===== src/rtl/y86_pkg.sv =====
// Shared Y86 constants, the fetch record layout and the bubble record used
// by the fetch queue.
package y86_pkg;

  localparam logic [3:0] STAT_AOK  = 4'd1;
  localparam logic [3:0] STAT_HLT  = 4'd2;
  localparam logic [3:0] STAT_ADR  = 4'd3;
  localparam logic [3:0] STAT_INS  = 4'd4;
  localparam logic [3:0] ICODE_NOP = 4'd1;
  localparam logic [3:0] RNONE     = 4'hF;

  localparam int Y86_REC_W = 148;
  localparam int STAT_LSB  = 144;
  localparam int ICODE_LSB = 140;
  localparam int IFUN_LSB  = 136;
  localparam int RA_LSB    = 132;
  localparam int RB_LSB    = 128;
  localparam int VALC_LSB  = 64;
  localparam int VALP_LSB  = 0;

  typedef struct packed {
    logic [3:0]  stat;
    logic [3:0]  icode;
    logic [3:0]  ifun;
    logic [3:0]  ra;
    logic [3:0]  rb;
    logic [63:0] valc;
    logic [63:0] valp;
  } y86_rec_t;

  function automatic y86_rec_t bubble_rec();
    y86_rec_t r;
    r.stat  = STAT_AOK;
    r.icode = ICODE_NOP;
    r.ifun  = 4'h0;
    r.ra    = RNONE;
    r.rb    = RNONE;
    r.valc  = 64'h0;
    r.valp  = 64'h0;
    return r;
  endfunction

endpackage


===== src/rtl/fq_ram.sv =====
// Fetch queue record storage: one write port, one asynchronous read port,
// contents are not reset.
module fq_ram
  import y86_pkg::*;
#(
  parameter int DEPTH = 4,
  parameter int REC_W = Y86_REC_W
) (
  input  logic                     clk,
  input  logic                     we_i,
  input  logic [$clog2(DEPTH)-1:0] waddr_i,
  input  logic [REC_W-1:0]         wdata_i,
  input  logic [$clog2(DEPTH)-1:0] raddr_i,
  output logic [REC_W-1:0]         rdata_o
);

  logic [REC_W-1:0] mem_q [DEPTH];

  // Write port
  always_ff @(posedge clk) begin
    if (we_i) begin
      mem_q[waddr_i] <= wdata_i;
    end
  end

  assign rdata_o = mem_q[raddr_i];

endmodule


===== src/rtl/fetch_queue.sv =====
// Fetch-to-decode record queue with fault freeze and flush.
// Optional macro FETCH_QUEUE_BYPASS_EN forwards in_rec to out_rec when empty.
module fetch_queue
  import y86_pkg::*;
#(
  parameter int DEPTH = 4,
  parameter int REC_W = Y86_REC_W
) (
  input  logic                     clk,
  input  logic                     rst,
  input  logic                     in_valid,
  input  logic [REC_W-1:0]         in_rec,
  output logic                     in_ready,
  output logic                     out_valid,
  output logic [REC_W-1:0]         out_rec,
  input  logic                     out_ready,
  input  logic                     flush,
  output logic [$clog2(DEPTH):0]   count
);

  localparam int PW = $clog2(DEPTH);
  localparam int CW = PW + 1;

  logic [PW-1:0]    wr_ptr_q, wr_ptr_d, rd_ptr_q, rd_ptr_d;
  logic [CW-1:0]    count_q, count_d;
  logic             frozen_q, frozen_d;
  logic             empty_s, full_s, push_s, pop_s, store_s, byp_s, bad_stat_s;
  logic [REC_W-1:0] rdata_s;

  fq_ram #(.DEPTH(DEPTH), .REC_W(REC_W)) u_ram (
    .clk     (clk),
    .we_i    (store_s && !flush),
    .waddr_i (wr_ptr_q),
    .wdata_i (in_rec),
    .raddr_i (rd_ptr_q),
    .rdata_o (rdata_s)
  );

  // Handshake, head selection and next-state computation
  always_comb begin
    empty_s    = (count_q == CW'(0));
    full_s     = (count_q == CW'(DEPTH));
    in_ready   = !full_s && !frozen_q;
    push_s     = in_valid && in_ready;
    bad_stat_s = (in_rec[STAT_LSB +: 4] != STAT_AOK);
`ifdef FETCH_QUEUE_BYPASS_EN
    byp_s      = empty_s && !frozen_q && in_valid && !flush;
`else
    byp_s      = 1'b0;
`endif
    out_valid  = !empty_s || byp_s;
    if (!empty_s) begin
      out_rec = rdata_s;
    end else if (byp_s) begin
      out_rec = in_rec;
    end else begin
      out_rec = REC_W'(bubble_rec());
    end
    pop_s   = !empty_s && out_ready;
    // A bypassed record that decode takes immediately never occupies a slot
    store_s = push_s && !(byp_s && out_ready);

    if (flush) begin
      wr_ptr_d = {PW{1'b0}};
      rd_ptr_d = {PW{1'b0}};
      count_d  = {CW{1'b0}};
      frozen_d = 1'b0;
    end else begin
      wr_ptr_d = wr_ptr_q + PW'(store_s);
      rd_ptr_d = rd_ptr_q + PW'(pop_s);
      count_d  = count_q + CW'(store_s) - CW'(pop_s);
      frozen_d = frozen_q || (push_s && bad_stat_s);
    end
  end

  // State registers
  always_ff @(posedge clk or posedge rst) begin
    if (rst) begin
      wr_ptr_q <= {PW{1'b0}};
      rd_ptr_q <= {PW{1'b0}};
      count_q  <= {CW{1'b0}};
      frozen_q <= 1'b0;
    end else begin
      wr_ptr_q <= wr_ptr_d;
      rd_ptr_q <= rd_ptr_d;
      count_q  <= count_d;
      frozen_q <= frozen_d;
    end
  end

  assign count = count_q;

endmodule


===== config.mk =====
export PLATFORM = sky130hd
export DESIGN_NAME = fetch_queue
export DESIGN_NICKNAME = d
export VERILOG_FILES = /design/src/rtl/y86_pkg.sv /design/src/rtl/fq_ram.sv /design/src/rtl/fetch_queue.sv
export SDC_FILE = /design/constraint.sdc
export NUM_CORES = 1
export LEC_CHECK = 0
export ABC_AREA = 1
export BUFFER_PORTS_ARGS = -buffer_cell sky130_fd_sc_hd__buf_4
export CORE_ASPECT_RATIO = 0.6
export CORE_MARGIN = 5
export CORE_UTILIZATION = 44
export DETAILED_ROUTE_END_ITERATION = 6
export PLACE_DENSITY = 0.66
export SYNTH_ARGS = -nofsm -noshare
export SYNTH_HDL_FRONTEND = slang
export SYNTH_SLANG_ARGS = --single-unit

===== constraint.sdc =====
create_clock -name clk -period 7.8 [get_ports clk]
set_clock_uncertainty 0.2 [all_clocks]
set_input_delay 0.39 -clock clk [delete_from_list [all_inputs] [get_ports clk]]
set_output_delay 0.39 -clock clk [all_outputs]
set_load 0.01 [all_outputs]

-- After elaboration in Yosys (flattened, before gate mapping)
Memory sizes are Yosys's and may differ from the RTL's.
Index checks and enable logic that the tools add are counted.
- register bits after elaboration: 8
- bits in latches: 0
- memory bits (writable): 592
- bits in read-only memories: 0
- input port bits: 153
- output and inout port bits: 153
- logic and storage cells: 29
- memories kept: 1
- add/sub/neg operators: 4
- multiply operators: 0
- divide/modulo/power cells: 0
- magnitude comparators: 0
- equality and inequality tests: 2
- shift-type cells: 0
- multiplexer cells: 7
- bitwise gates (word level): 0
- reductions and logical operators: 11
- memory list (name ; words ; bits a word ; rd ports ; clocked after memory_dff ; write ports ; line ; source):
    u_ram.mem_q ; 4 ; 148 ; 1 ; 0 ; 1 ; fq_ram.sv:17 ; logic [REC_W-1:0] mem_q [DEPTH];
- operators with widths (cell ; count):
    $mux 148 ; 1
    $logic_and 1x1->1 ; 5
    $add 2x1->2 ; 2
    $logic_not 1->1 ; 4
    $mux 2 ; 2
    $ne 4x1->1 const B ; 1
    $add 3x1->3 ; 1
    $eq 3x3->1 const B ; 1
    $logic_not 3->1 ; 1
    $mux 1 ; 3
    $mux 3 ; 1
    $sub 3x1->3 ; 1
    $logic_or 1x1->1 ; 1

-- Depth between registers and ports, before layout
Gate-level depths: netlist of the first run.
- word-level depth: 7
- depth in mapped cells: 12
- gate-level depth less buffers: 11

-- Cells and area by module
From an unflattened synthesis of the first run, not the netlist that was laid out.
- cell total of the unflattened synthesis: 2683
- area, all modules: 26608.0 um^2
- modules (own cells, without submodules) (module ; times used ; cells an instance ; area an instance (um^2) ; sequential area each (um^2)):
    fq_ram ; 1 ; 2327 ; 24947.7 ; 17777.0
    fetch_queue ; 1 ; 356 ; 1660.3 ; 200.2

-- Worst setup path before layout of the first run
Ideal clock, no wire load.
- path type: input to register
- start: input port flush
- end: memory u_ram.mem_q[0][0] (netlist bit), enable pin
- library setup time: 0.658 ns
- data arrival time: 6.980 ns
- data required time: 6.942 ns
- path slack: -0.038 ns
- cell stages on the path: 4
- path buffers: 1
- cells stage by stage: clkbuf_1 inv_1 nand4_1 nor2_1
- cells in the longest elaborated chain, start to end: 4
- ends and longest elaborated chain (item ; line ; source):
    start, declared ; fetch_queue.sv:17 ; input logic flush,
    $logic_not 1->1 ; fetch_queue.sv:32 ; .we_i (store_s && !flush),
    $logic_and 1x1->1 ; fetch_queue.sv:32 ;
    $mux 1 ; fq_ram.sv:21 ; if (we_i) begin
    $mux 1 (not written as such) ; fq_ram.sv:22 ; mem_q[waddr_i] <= wdata_i;
    end, declared ; fq_ram.sv:17 ;
No other way between the ends.

-- Final worst setup path of the first run
- start: register rd_ptr_q[0]
- end: output port out_rec[127]
- cells in the longest elaborated chain, start to end: 2
- ends and longest elaborated chain (item ; line ; source):
    start, declared ; fetch_queue.sv:24 ; logic [PW-1:0] wr_ptr_q, wr_ptr_d, rd_ptr_q, rd_ptr_d;
    start signal, assigned ; fetch_queue.sv:80 ; rd_ptr_q <= {PW{1'b0}};
    start signal, assigned ; fetch_queue.sv:85 ; rd_ptr_q <= rd_ptr_d;
    $mem_v2 4x148 ; - ;
    $mux 148 ; fetch_queue.sv:52 ; if (!empty_s) begin
    end, declared ; fetch_queue.sv:15 ; output logic [REC_W-1:0] out_rec,
No other way between the ends.

==> results of run 1 <==
[layer usage]
metal	GRT usage (%)	share of wire, %	routed length, µm
met1	26.2	43	24600
met2	32.2	48	27500
met3	3.43	6.5	3710
met4	3.67	1.7	941
met5	0	0.021	12
[Yosys cell counts, drive strengths merged]
| cell | count | area, µm² |
|---|---|---|
| clkbuf | 27 | 118 |
| dfrtp | 8 | 200 |
| a21oi | 160 | 801 |
| o21ai | 287 | 1440 |
| inv | 17 | 66.3 |
| ha | 4 | 50.1 |
| fa | 1 | 20.0 |
| nand4 | 1 | 6.26 |
| xor2 | 1 | 8.76 |
| edfxtp | 592 | 17800 |
| o21bai | 1 | 7.51 |
| nand2 | 51 | 191 |
| buf | 88 | 508 |
| nor2 | 567 | 2130 |
| xnor2 | 1 | 8.76 |
[report_power, final]
group	total (mW)	switching [mW]	internal [mW]
Combinational	2.96	1.85	1.11
Sequential	3.83	0.0934	3.74
Clock	2.56	1.13	1.43
Total	9.35	3.08	6.28
[registers in the layout (all words and copies together) (netlist names)]
name	cells
count	3
wr_ptr_q	2
u_ram.mem_q	592
frozen_q	1
rd_ptr_q	2
[through the flow]
step                hold WS [ns]  utilization [%]  setup WS, ns
finish                     0.109             55.7          3.16
global route              0.0903             55.7          3.02
CTS                       0.0764             55.7          3.25
detailed placement         0.175             49.6          3.95
global placement           0.173             49.6          3.98
floorplan                0.00566                -       -0.0381
[cell type report]
class | instances | share of cell area, %
flip-flops and latches | 600 | 61.5
clock buffers | 67 | 5.00
well taps | 703 | 3.01
inverters | 17 | 0.269
repair buffers | 474 | 13.4
diodes | 2 | 0.0171
clock inverters | 30 | 0.787
multi-input cells | 1074 | 16.0
[worst paths after layout]
path / start / endpoint / cells after the start
setup reg to reg: count[1]$_DFF_PP0_ / u_ram.mem_q[1][57]$_DFFE_PP_ / 5
setup / recovery: rd_ptr_q[0]$_DFF_PP0_ / out_rec[127] / 5
min in group asynchronous: rst / frozen_q$_DFF_PP0_ / 3
hold / removal: in_valid / wr_ptr_q[1]$_DFF_PP0_ / 5
max in group asynchronous: rst / rd_ptr_q[1]$_DFF_PP0_ / 3
hold reg to reg: wr_ptr_q[1]$_DFF_PP0_ / wr_ptr_q[1]$_DFF_PP0_ / 1
[logic make-up (layout without fill, tap and decap cells)]
| logic type | after synthesis | count (layout) | synth area share (%) |
|---|---|---|---|
| and+or+nand+nor | 619 | 619 | 9.97 |
| DFF | 600 | 600 | 77.1 |
| AOI/OAI and AO/OA | 448 | 448 | 9.62 |
| buffers and inverters | 132 | 588 | 2.97 |
| adders and majority gates | 5 | 5 | 0.300 |
| xor gates and xnor gates | 2 | 2 | 0.0751 |
| other | 0 | 2 | 0 |
[cells in the final DEF (no fill, tap or decap)]
master / instances
inv_1: 14
clkbuf_1: 10
a21oi_1: 160
dfrtp_1: 6
dlygate4sd3_1: 150
nand2_1: 51
nand4_1: 1
xor2_1: 1
nor2_1: 563
fa_1: 1
clkinv_2: 11
nor2_4: 4
inv_8: 2
bufinv_16: 3
o21ai_1: 169
inv_4: 1
ha_1: 4
diode_2: 2
clkinvlp_4: 2
buf_4: 324
inv_6: 3
edfxtp_1: 592
clkbuf_16: 57
o21ai_0: 118
xnor2_1: 1
clkinv_1: 11
o21bai_1: 1
dfrtp_4: 2
[timing repair]
item | CTS | global route
endpoints found under the setup margin | 0 | 0
resized for setup | 0 | 0
hold buffers | 150 | 0
hold endpoints to repair | 608 | 0
[worst max-delay path: cells and delay by family, from the launching register on]
family / cells / cell delay [ns]
AO/OA/AOI/OAI: 2 / 0.50
buffers and inverters: 3 / 1.69
flip-flops: 1 / 0.67
==> flow_metrics.tcl, run 1 <==
set metrics [dict create \
    dp.cells 2718 \
    areaGrowthSynthToFinish_pct 25.5 \
    tightest_slew_ns 1.43 \
    grt_pass1_vias 15300 \
    max_stage_delay_ns 0.96 \
    overflow 0 \
    synth_seq_cells 600 \
    postLayoutCellArea_um2 29300 \
    clk_latency_ns 0.57 \
    clock_path_buffers 3 \
    min_period_ns 4.64 \
    path_class "reg -> out" \
    yosysWarnings 0 \
    drt-initial-drc-count 1103 \
    finalPower_mw 9.35 \
    die_width_um 307 \
    worstSetupEndpointType "output port" \
    arrival_ns 4.05 \
    routed_wl_um 56800 \
    syn_area_per_cell_um2 12.9 \
    rsz0062_at_grt "no" \
    multi_input_area_um2 4690 \
    cts_root_buf "clkbuf_16" \
    die_h_um 188 \
    buffer_ports.inserted 305 \
    final.fill_count 4259 \
    syn_area_um2 23300 \
    synth_nets 1964 \
    cts_tree "yes" \
    grt_max_degree 198 \
    boundaryPins 306 \
    final_layout_size_suffix_gt1_share_pct 18.1 \
    drv_slew 0 \
    clock_sinks 600 \
    nNetsFinal 2380 \
    ys_seq_area_share_pct 77.1 \
    p_per_area_nw_per_um2 320 \
    seq_area_um2 18000 \
    startpoint_type "register" \
    path_cells "inv_8 -> buf_4 -> o21ai_0 -> a21oi_1 -> buf_4" \
    cp_max_fo 197 \
    slowest_stage "buf_4" \
    synth.distinct_cells 22 \
    min_path_type "in -> reg" \
    setup_violations 0 \
    start_util_pct 44.4 \
    outcome "completed" \
    gp_congestion 0.758 \
    cts_made_buffers 55 \
    reg2reg_slack_ns 4.32 \
    relSlewSlack_pct 4.53 \
    setup_tns_ns 0 \
    antenna_found_initial 3 \
    die_area_um2 57900 \
    place_hpwl_um 30300 \
    fp.coreArea_um2 52500 \
    finalCritPeriodShare_pct 59.4 \
    place_area_um2 26100 \
    hold_viol 0 \
    cts_htree_levels 2 \
    fin_cells 2967 \
    path_common_cell "buf_4" \
    postCtsSetupRepairBufs 0 \
    postRouteAntennaNets 0 \
    grt_usage_pct 19.0 \
    p_leak_nw 10.4 \
    syn_inst 1806 \
    num_vias 15200 \
    drc 0 \
    vias_per_cell 5.11 \
    grt_pass1_wl_um 87300 \
    placementRows 65 \
    clkSlewWorstSetupHoldPaths_ns 0.06 \
    first_pass_iters 5 \
    maxCapViolCount 0 \
    cp.required_ns 7.21 \
    wire_per_inst_um 19.2 \
    ir_worst_vdd_uv 234 \
    fmax_ghz 0.216 \
]
Note: power is estimated with default switching activity, not from simulation.
==> run 2: changes to the inputs <==
--- a/config.mk
+++ b/config.mk
@@ -11,7 +11,6 @@
 export CORE_MARGIN = 5
 export CORE_UTILIZATION = 44
 export DETAILED_ROUTE_END_ITERATION = 6
-export PLACE_DENSITY = 0.66
 export SYNTH_ARGS = -nofsm -noshare
 export SYNTH_HDL_FRONTEND = slang
 export SYNTH_SLANG_ARGS = --single-unit
==> constraint.sdc (replaced) <==
create_clock -name clk -period 4.39 [get_ports clk]
set_clock_uncertainty 0.2 [all_clocks]
set_input_delay 0.2195 -clock clk [delete_from_list [all_inputs] [get_ports clk]]
set_output_delay 0.2195 -clock clk [all_outputs]
set_load 0.01 [all_outputs]
==> run 2 against run 1 <==
Power up 79%. Cell count is 0.51% higher. Clock power grew 79%. Die area did not move. Via count shrank 0.17%. Register-to-register slack got worse by 3.1 ns.
==> flow_metrics.tcl, run 2 (same netlist as run 1, synthesis figures left out) <==
set metrics [dict create \
    utilization_pct 56.2 \
    wire_per_inst_um 19.1 \
    grt_pass1_vias 15300 \
    final_layout_size_suffix_gt1_share_pct 18.3 \
    cts_resized 0 \
    maxCapViolCount 0 \
    hold_viol 0 \
    worst_slack_ns 0.922 \
    fp.coreArea_um2 52500 \
    drt-initial-drc-count 1016 \
    arrival_ns 3.05 \
    start_util_pct 44.4 \
    nNetsFinal 2393 \
    startpoint_type "register" \
    min_period_ns 3.47 \
    p_per_area_nw_per_um2 568 \
    multi_input_area_um2 4690 \
    die_h_um 188 \
    holdPathEnd "u_ram.mem_q[0][60]$_DFFE_PP_" \
    drv_slew 0 \
    cp_max_fo 39 \
    boundaryPins 306 \
    clock_path_buffers 3 \
    seq_area_um2 18000 \
    path_class "reg -> out" \
    final_common_cell "edfxtp_1" \
    clk_latency_ns 0.56 \
    clkSlewWorstSetupHoldPaths_ns 0.06 \
    vias_per_cell 5.08 \
    largest_register_ffs 592 \
    finalCritPeriodShare_pct 79.0 \
    grt_max_degree 148 \
    buffer_ports.inserted 305 \
    place_hpwl_um 31100 \
    cts_htree_levels 2 \
    rr_worst_depth 11 \
    ir_worst_vdd_uv 465 \
    r2r-end "count[2]$_DFF_PP0_" \
    fmax_ghz 0.288 \
    dp.cells 2727 \
    r2r-start "count[1]$_DFF_PP0_" \
    whs_path_depth 2 \
    outcome "completed" \
    die_width_um 307 \
    hold_slack_ns 0.188 \
    grt_usage_pct 19.3 \
    hold_path.startpoint "in_rec[60]" \
    die_area_um2 57900 \
    areaGrowthSynthToFinish_pct 26.5 \
    antenna_found_initial 3 \
    cp.required_ns 3.97 \
    routed_wl_um 57100 \
    cts_made_buffers 56 \
    place_ws_ns 1.21 \
    num_vias 15100 \
    gp_congestion 0.777 \
    final_cell_mix "edfxtp_1, nor2_1, buf_4" \
    cts_root_buf "clkbuf_16" \
    rsz0062_at_grt "no" \
    cts_tree "yes" \
    placementRows 65 \
    p_leak_nw 10.5 \
    overflow 0 \
    relSlewSlack_pct 25.1 \
    grt_pass1_wl_um 88900 \
    postLayoutCellArea_um2 29500 \
    first_pass_iters 5 \
    postRouteAntennaNets 0 \
    reg2reg_slack_ns 1.23 \
    regMostFlops "u_ram.mem_q" \
    clock_sinks 600 \
    setup_violations 0 \
    final.fill_count 4314 \
    tightest_slew_ns 1.12 \
    fin_cells 2982 \
    drc 0 \
    worstSetupEndpointType "output port" \
    place_area_um2 26300 \
    min_path_type "in -> reg" \
]
==> run 2: power by group <==
group          leakage (nW)  internal [mW]  switching [mW]
Clock                 0.843           2.58            2.00
Combinational          4.23           2.04            3.36
Sequential             5.46           6.64           0.135
==> run 2: through the flow <==
step | TNS (ns) | total power [mW]
detailed placement | 0 | 12.2
global placement | 0 | 12.2
floorplan | -586.60 | 9.89
finish | 0 | 16.8
global route | 0 | 17.7
CTS | 0 | 17.0
==> run 2: how the worst max path moves through the flow <==
stage	end	cells after the start	slack, ns	start
finish	out_rec[23]	6	0.92	count[1]$_DFF_PP0_
global route	out_rec[23]	6	0.70	count[1]$_DFF_PP0_
CTS	out_rec[23]	6	0.88	count[1]$_DFF_PP0_
detailed placement	count[2]$_DFF_PP0_	11	1.21	count[1]$_DFF_PP0_
global placement	count[2]$_DFF_PP0_	11	1.26	count[1]$_DFF_PP0_
floorplan	u_ram.mem_q[3][0]$_DFFE_PP_	4	-0.99	count[1]$_DFF_PP0_
==> run 2: what timing repair did <==
item                      in CTS  in global routing
setup buffers                  0                  0
hold endpoints to repair     608                  0
hold buffers                 153                  0
==> run 2: metal layers <==
metal / wire, µm / GRT usage (%) / up-vias
met4: 938 / 3.72 / 2
met5: 13 / 0 / -
met1: 25400 / 26.8 / 7414
met3: 3080 / 3.43 / 72
met2: 27700 / 32.7 / 390
li1: - / - / 7271
==> run 2: cell type report <==
class                      instances  share of cell area (%)
sequential                       600                    61.0
multi-input combinational       1074                    15.9
timing repair buffer             486                    14.1
clock buffer                      71                    5.08
tap                              703                    2.98
clock inverter                    29                   0.721
inverter                          17                   0.267
antenna                            2                  0.0170
==> run 2: worst max-delay path, cell delays in order, from the launching register on <==
cell     delay (ns)
dfrtp_1        0.44
nor2_1         0.23
nand2_1        0.37
inv_4          0.51
buf_4          0.54
a21oi_1        0.17
buf_4          0.19
